<file path="config.mk">
export PLATFORM = sky130hd
export DESIGN_NAME = softmax_max_finder_flat
export DESIGN_NICKNAME = d
export VERILOG_FILES = /design/src/rtl/softmax_max_finder_if.sv /design/src/rtl/softmax_max_finder.sv /design/src/flat_wrapper.sv
export SDC_FILE = /design/constraint.sdc
export NUM_CORES = 1
export LEC_CHECK = 0
export CAP_MARGIN = 20
export CORE_ASPECT_RATIO = 0.8
export CORE_MARGIN = 2
export CORE_UTILIZATION = 55
export CTS_BUF_LIST = sky130_fd_sc_hd__clkbuf_8 sky130_fd_sc_hd__clkbuf_16
export CTS_CLUSTER_DIAMETER = 150
export CTS_CLUSTER_SIZE = 25
export DETAILED_ROUTE_END_ITERATION = 12
export DONT_BUFFER_PORTS = 1
export GPL_ROUTABILITY_DRIVEN = 0
export GPL_TIMING_DRIVEN = 1
export HOLD_SLACK_MARGIN = 0.02
export PLACE_DENSITY = 0.7
export SYNTH_ARGS = -nofsm -noshare
export SYNTH_HDL_FRONTEND = slang
export SYNTH_SLANG_ARGS = --single-unit
</file>
<file path="constraint.sdc">
create_clock -name clk -period 5 [get_ports clk]
set_clock_uncertainty 0.2 [all_clocks]
set_input_delay 1.5 -clock clk [delete_from_list [all_inputs] [get_ports clk]]
set_output_delay 1.5 -clock clk [all_outputs]
set_load 0.01 [all_outputs]
</file>
<file path="src/rtl/softmax_max_finder_if.sv">
`default_nettype none
// ----------------------------------------------------------------------------
// softmax_max_finder_if : logit stream in, max result out
// Revision 1.0
// ----------------------------------------------------------------------------
interface softmax_max_finder_if #(
    parameter int DATA_WIDTH = 16,
    parameter int CNT_WIDTH  = 4
);
    logic                  start;
    logic                  in_valid;
    logic [DATA_WIDTH-1:0] in_data;
    logic                  in_ready;
    logic [DATA_WIDTH-1:0] max_out;
    logic [CNT_WIDTH-1:0]  max_idx;
    logic                  max_write;
    logic                  busy;

    modport master (
        output start, in_valid, in_data,
        input  in_ready, max_out, max_idx, max_write, busy
    );

    modport slave (
        input  start, in_valid, in_data,
        output in_ready, max_out, max_idx, max_write, busy
    );
endinterface
`default_nettype wire

</file>
<file path="src/rtl/softmax_max_finder.sv">
`default_nettype none
// ----------------------------------------------------------------------------
// softmax_max_finder : streaming signed max/argmax search over one vector
// Revision 1.0
// ----------------------------------------------------------------------------
module softmax_max_finder #(
    parameter int DATA_WIDTH = 16,
    parameter int VEC_LEN    = 10,
    parameter int CNT_WIDTH  = 4
) (
    input  wire logic          clk,
    input  wire logic          rst_n,
    softmax_max_finder_if.slave bus
);
    typedef enum logic [1:0] {
        ST_IDLE = 2'd0,
        ST_SCAN = 2'd1,
        ST_DONE = 2'd2
    } state_t;

    localparam logic [CNT_WIDTH-1:0] LAST_IDX = CNT_WIDTH'(VEC_LEN - 1);

    state_t                state_q, state_d;
    logic [CNT_WIDTH-1:0]  cnt_q, cnt_d;
    logic [DATA_WIDTH-1:0] run_max_q, run_max_d;
    logic [CNT_WIDTH-1:0]  run_idx_q, run_idx_d;
    logic [DATA_WIDTH-1:0] max_out_q, max_out_d;
    logic [CNT_WIDTH-1:0]  max_idx_q, max_idx_d;
    logic                  accept;
    logic                  take;

    always_comb begin
        state_d   = state_q;
        cnt_d     = cnt_q;
        run_max_d = run_max_q;
        run_idx_d = run_idx_q;
        max_out_d = max_out_q;
        max_idx_d = max_idx_q;
        accept    = 1'b0;
        take      = 1'b0;
        case (state_q)
            ST_IDLE: begin
                if (bus.start) begin
                    state_d   = ST_SCAN;
                    cnt_d     = '0;
                    run_max_d = '0;
                    run_idx_d = '0;
                end
            end
            ST_SCAN: begin
                accept = bus.in_valid;
                // Strict greater-than keeps the earliest index on ties.
                take   = accept && ((cnt_q == '0) ||
                                    ($signed(bus.in_data) > $signed(run_max_q)));
                if (take) begin
                    run_max_d = bus.in_data;
                    run_idx_d = cnt_q;
                end
                if (accept) begin
                    if (cnt_q == LAST_IDX) begin
                        state_d   = ST_DONE;
                        max_out_d = run_max_d;
                        max_idx_d = run_idx_d;
                    end else begin
                        cnt_d = cnt_q + CNT_WIDTH'(1);
                    end
                end
            end
            ST_DONE: begin
                state_d = ST_IDLE;
            end
            default: begin
                state_d = ST_IDLE;
            end
        endcase
    end

    always_ff @(posedge clk or negedge rst_n) begin
        if (!rst_n) begin
            state_q   <= ST_IDLE;
            cnt_q     <= '0;
            run_max_q <= '0;
            run_idx_q <= '0;
            max_out_q <= '0;
            max_idx_q <= '0;
        end else begin
            state_q   <= state_d;
            cnt_q     <= cnt_d;
            run_max_q <= run_max_d;
            run_idx_q <= run_idx_d;
            max_out_q <= max_out_d;
            max_idx_q <= max_idx_d;
        end
    end

    assign bus.in_ready  = (state_q == ST_SCAN);
    assign bus.max_write = (state_q == ST_DONE);
    assign bus.busy      = (state_q != ST_IDLE);
    assign bus.max_out   = max_out_q;
    assign bus.max_idx   = max_idx_q;

endmodule
`default_nettype wire
</file>
<file path="src/flat_wrapper.sv">
// flat-port wrapper written by rule: the top's interface ports become plain ports
module softmax_max_finder_flat 
#(
    parameter int DATA_WIDTH = 16,
    parameter int VEC_LEN    = 10,
    parameter int CNT_WIDTH  = 4
)
  (clk, rst_n, bus_start, bus_in_valid, bus_in_data, bus_in_ready, bus_max_out, bus_max_idx, bus_max_write, bus_busy);
  softmax_max_finder_if #(.DATA_WIDTH(DATA_WIDTH), .CNT_WIDTH(CNT_WIDTH)) bus_i ();
  input  wire logic clk;
  input  wire logic rst_n;
  input wire logic [$bits(bus_i.start)-1:0] bus_start;
  input wire logic [$bits(bus_i.in_valid)-1:0] bus_in_valid;
  input wire logic [$bits(bus_i.in_data)-1:0] bus_in_data;
  output wire logic [$bits(bus_i.in_ready)-1:0] bus_in_ready;
  output wire logic [$bits(bus_i.max_out)-1:0] bus_max_out;
  output wire logic [$bits(bus_i.max_idx)-1:0] bus_max_idx;
  output wire logic [$bits(bus_i.max_write)-1:0] bus_max_write;
  output wire logic [$bits(bus_i.busy)-1:0] bus_busy;
  assign bus_i.start = bus_start;
  assign bus_i.in_valid = bus_in_valid;
  assign bus_i.in_data = bus_in_data;
  assign bus_in_ready = bus_i.in_ready;
  assign bus_max_out = bus_i.max_out;
  assign bus_max_idx = bus_i.max_idx;
  assign bus_max_write = bus_i.max_write;
  assign bus_busy = bus_i.busy;
  softmax_max_finder #(.DATA_WIDTH(DATA_WIDTH), .VEC_LEN(VEC_LEN), .CNT_WIDTH(CNT_WIDTH)) u_core (.clk(clk), .rst_n(rst_n), .bus(bus_i));
endmodule
</file>
==> flow_summary.json <==
{
  "n_fill_cell": 405,
  "worstSkewPairLatency_ps": 290,
  "route.layer.met1.wl_mm": 2.89,
  "ant_nets": 0,
  "die_area_um2": 5410,
  "synth_seq_area_share_pct": 43.3,
  "ys_seq_elements": 46,
  "grt_max_degree": 47,
  "grt_pass1_vias": 2067,
  "power_density_nw_per_um2": 605,
  "cp.arrival_ps": 3830,
  "end_kind": "flop",
  "synthToLayoutAreaGrowth_pct": 4.00,
  "period_minus_slack_ps": 3860,
  "path_max_fanout": 25,
  "slew_headroom_pct": 27.2,
  "antenna_found_initial": 0,
  "crit_chain": "ha_1 -> nand4_2 -> nor3_2 -> o21a_1 -> o21a_1 -> buf_4 -> nor3_1 -> a221o_1",
  "postCtsHoldBufs": 0,
  "start_kind": "input port",
  "critical_path_buf_inv_count": 1,
  "cts_made_buffers": 5,
  "routed_via_density": 6.36,
  "nets": 311,
  "drt_iter0_drc": 157,
  "hold_violations": 0,
  "synth.avg_cell_area_um2": 9.53,
  "dp_cells": 325,
  "totalWireLength_mm": 6.05,
  "cts.clk_slew.worst_paths_ps": 80,
  "met2WireLength_mm": 2.69,
  "crit_required_ps": 4970,
  "die_h_um": 66.2,
  "drc": 0,
  "cpPeakStageDelay_ps": 750,
  "synth_cell_types": 42,
  "htree_levels": 2,
  "track_usage_pct": 24.3,
  "final_cell_count_no_fill": 333,
  "die_w_um": 81.7,
  "min_path_type": "flop to flop",
  "setup_viol": 0,
  "cts-root-buf": "clkbuf_8",
  "status": "finished, final reports clean",
  "synthArstFlopShare_pct": 100,
  "cts_resized": 0,
  "setup_tns_ps": 0,
  "drv_cap": 0,
  "post-dp-hpwl_mm": 4.08,
  "p_leak_nw": 1.25,
  "regArea_um2": 1150,
  "ir_drop_mv": 0.268,
  "detail_route.first_pass.iterations": 4,
  "multiInputGateArea_um2": 1320,
  "met3_length_um": 441,
  "postCtsSetupBuffers": 0,
  "cpMostUsedCell": "o21a_1",
  "fin_crit_sh_pct": 77.2,
  "ys_warn_count": 0,
  "highest_layer": "met4",
  "cts_tree": "yes",
  "grt_pass1_wl_mm": 10.1,
  "cp_top_family": "compound AO/OA/AOI/OAI gates",
  "fmax_mhz": 259,
  "numClockSinks": 46,
  "syn_nets": 318,
  "slew_viol_final": 0,
  "overflow": 0,
  "insertedDiodeCount": 0,
  "initial_core_util_pct": 57.5,
  "final_area_um2": 2770,
  "cp_slowest_cell": "o21a_1",
  "io_pins": 43,
  "pre_cts_ws_ps": 858,
  "synth-edff-count": 0,
  "drive_gt1_share_pct": 6.23,
  "core_area_um2": 4620,
  "fin_ws_ps": 1140,
  "fp-row-count": 22,
  "tightest_slew_ps": 1090,
  "p_total_mw": 1.67,
  "synthFlopType": "dfrtp_1",
  "cts_max_path_buffers": 2,
  "routed-via-count": 2118,
  "synthesis.area_um2": 2660,
  "wire_per_inst_um": 18.2,
  "dpl_cell_area_um2": 2670,
  "rsz0062_at_grt": "false",
  "io_buffers": 0,
  "synthCells": 279,
  "setup.worst_path.class": "input port to flop"
}
==> cells by family after synthesis <==
logic type / synth area share (%)
AOI/OAI and AO/OA: 25.6
and+or+nand+nor: 14.2
DFF: 43.3
buffers and inverters: 6.92
adders and majority gates: 8.94
xor gates and xnor gates: 0.659
muxes: 0.376
==> report_power, final <==
| group | switching, mW | total, mW | internal [mW] |
|---|---|---|---|
| Sequential | 0.166 | 0.714 | 0.548 |
| Clock | 0.124 | 0.234 | 0.110 |
| Combinational | 0.415 | 0.725 | 0.309 |
==> metal layers <==
| metal | global-route usage (%) | vias to the layer above |
|---|---|---|
| met2 | 37.5 | 83 |
| met3 | 5.33 | 4 |
| li1 | - | 1007 |
| met4 | 4.79 | 0 |
| met1 | 35.1 | 1024 |
| met5 | 0 | - |
==> cells in the final DEF (no fill, tap or decap), types with 2 or more instances in the layout <==
cell type	netlist	final
dfrtp_1	46	46
nand2_1	45	45
inv_1	24	25
o211ai_1	19	19
ha_1	19	19
a21oi_1	12	12
o32ai_1	9	9
a31o_1	9	9
a221o_1	9	9
nor2_1	8	8
a22o_1	6	6
and2_1	6	6
nor4_1	6	6
clkbuf_8	0	6
nor3_1	4	4
buf_4	0	4
nand3_1	3	3
o21a_1	3	3
o31ai_1	3	3
a31o_2	3	3
nand2b_1	2	2
nand4_1	2	2
o21ai_0	2	2
o21bai_1	2	2
xor2_1	2	2
a32o_1	2	2
==> stage by stage <==
step | hold WS, ps | util, %
2_1_floorplan | 266 | -
3_3_place_gp | 282 | 57.8
3_5_place_dp | 287 | 57.8
4_1_cts | 311 | 59.8
5_1_grt | 326 | 59.8
6_report | 311 | 59.8
==> worst reg2reg max path: cells and delay by family, from the launching register on <==
kind	cells	cell delay [ps]
flip-flops	1	360
AO/OA/AOI/OAI	3	1220
AND/OR/NAND/NOR	3	470
adder cells (fa/ha/maj)	1	330
buffers and inverters	2	380
==> path summary, 6_finish.rpt <==
check,from,end,slack [ps],cells past startpoint
setup / recovery,bus_in_data[15],u_core.bus.max_out[0],1140,8
hold / removal,u_core.run_idx_q[3],u_core.run_idx_q[3],310,1
setup reg to reg,u_core.run_max_q[15],u_core.bus.max_out[0],1910,9
hold reg to reg,u_core.run_idx_q[3],u_core.run_idx_q[3],310,1
max in group asynchronous,rst_n,u_core.state_q[0],3800,0
min in group asynchronous,rst_n,u_core.bus.max_out[11],690,0
==> final cells by class <==
type	instances	area share, %
well taps	60	2.71
flip-flops and latches	46	41.6
clock buffers	6	2.99
inverters	25	3.39
multi-input cells	190	47.9
repair buffers	4	1.09
clock inverters	2	0.317
==> flip-flops by register name (all words and copies together), names as in the netlist <==
name	cells
u_core.run_idx_q	4
u_core.bus.max_idx	4
u_core.run_max_q	16
u_core.state_q	2
u_core.bus.max_out	16
u_core.cnt_q	4
==> synth_stat cells (all sizes together) (8+ instances only) <==
cell type   n  area [um2]
clkbuf     10        37.5
inv        24        90.1
o211ai     19         143
o32ai       9        78.8
a221o       9        90.1
ha         19         238
nand2      45         169
nor2        8        30.0
a21oi      12        60.1
a31o       12         105
dfrtp      46        1150
buf         8        52.6
Note: power is estimated with default switching activity, not from simulation.
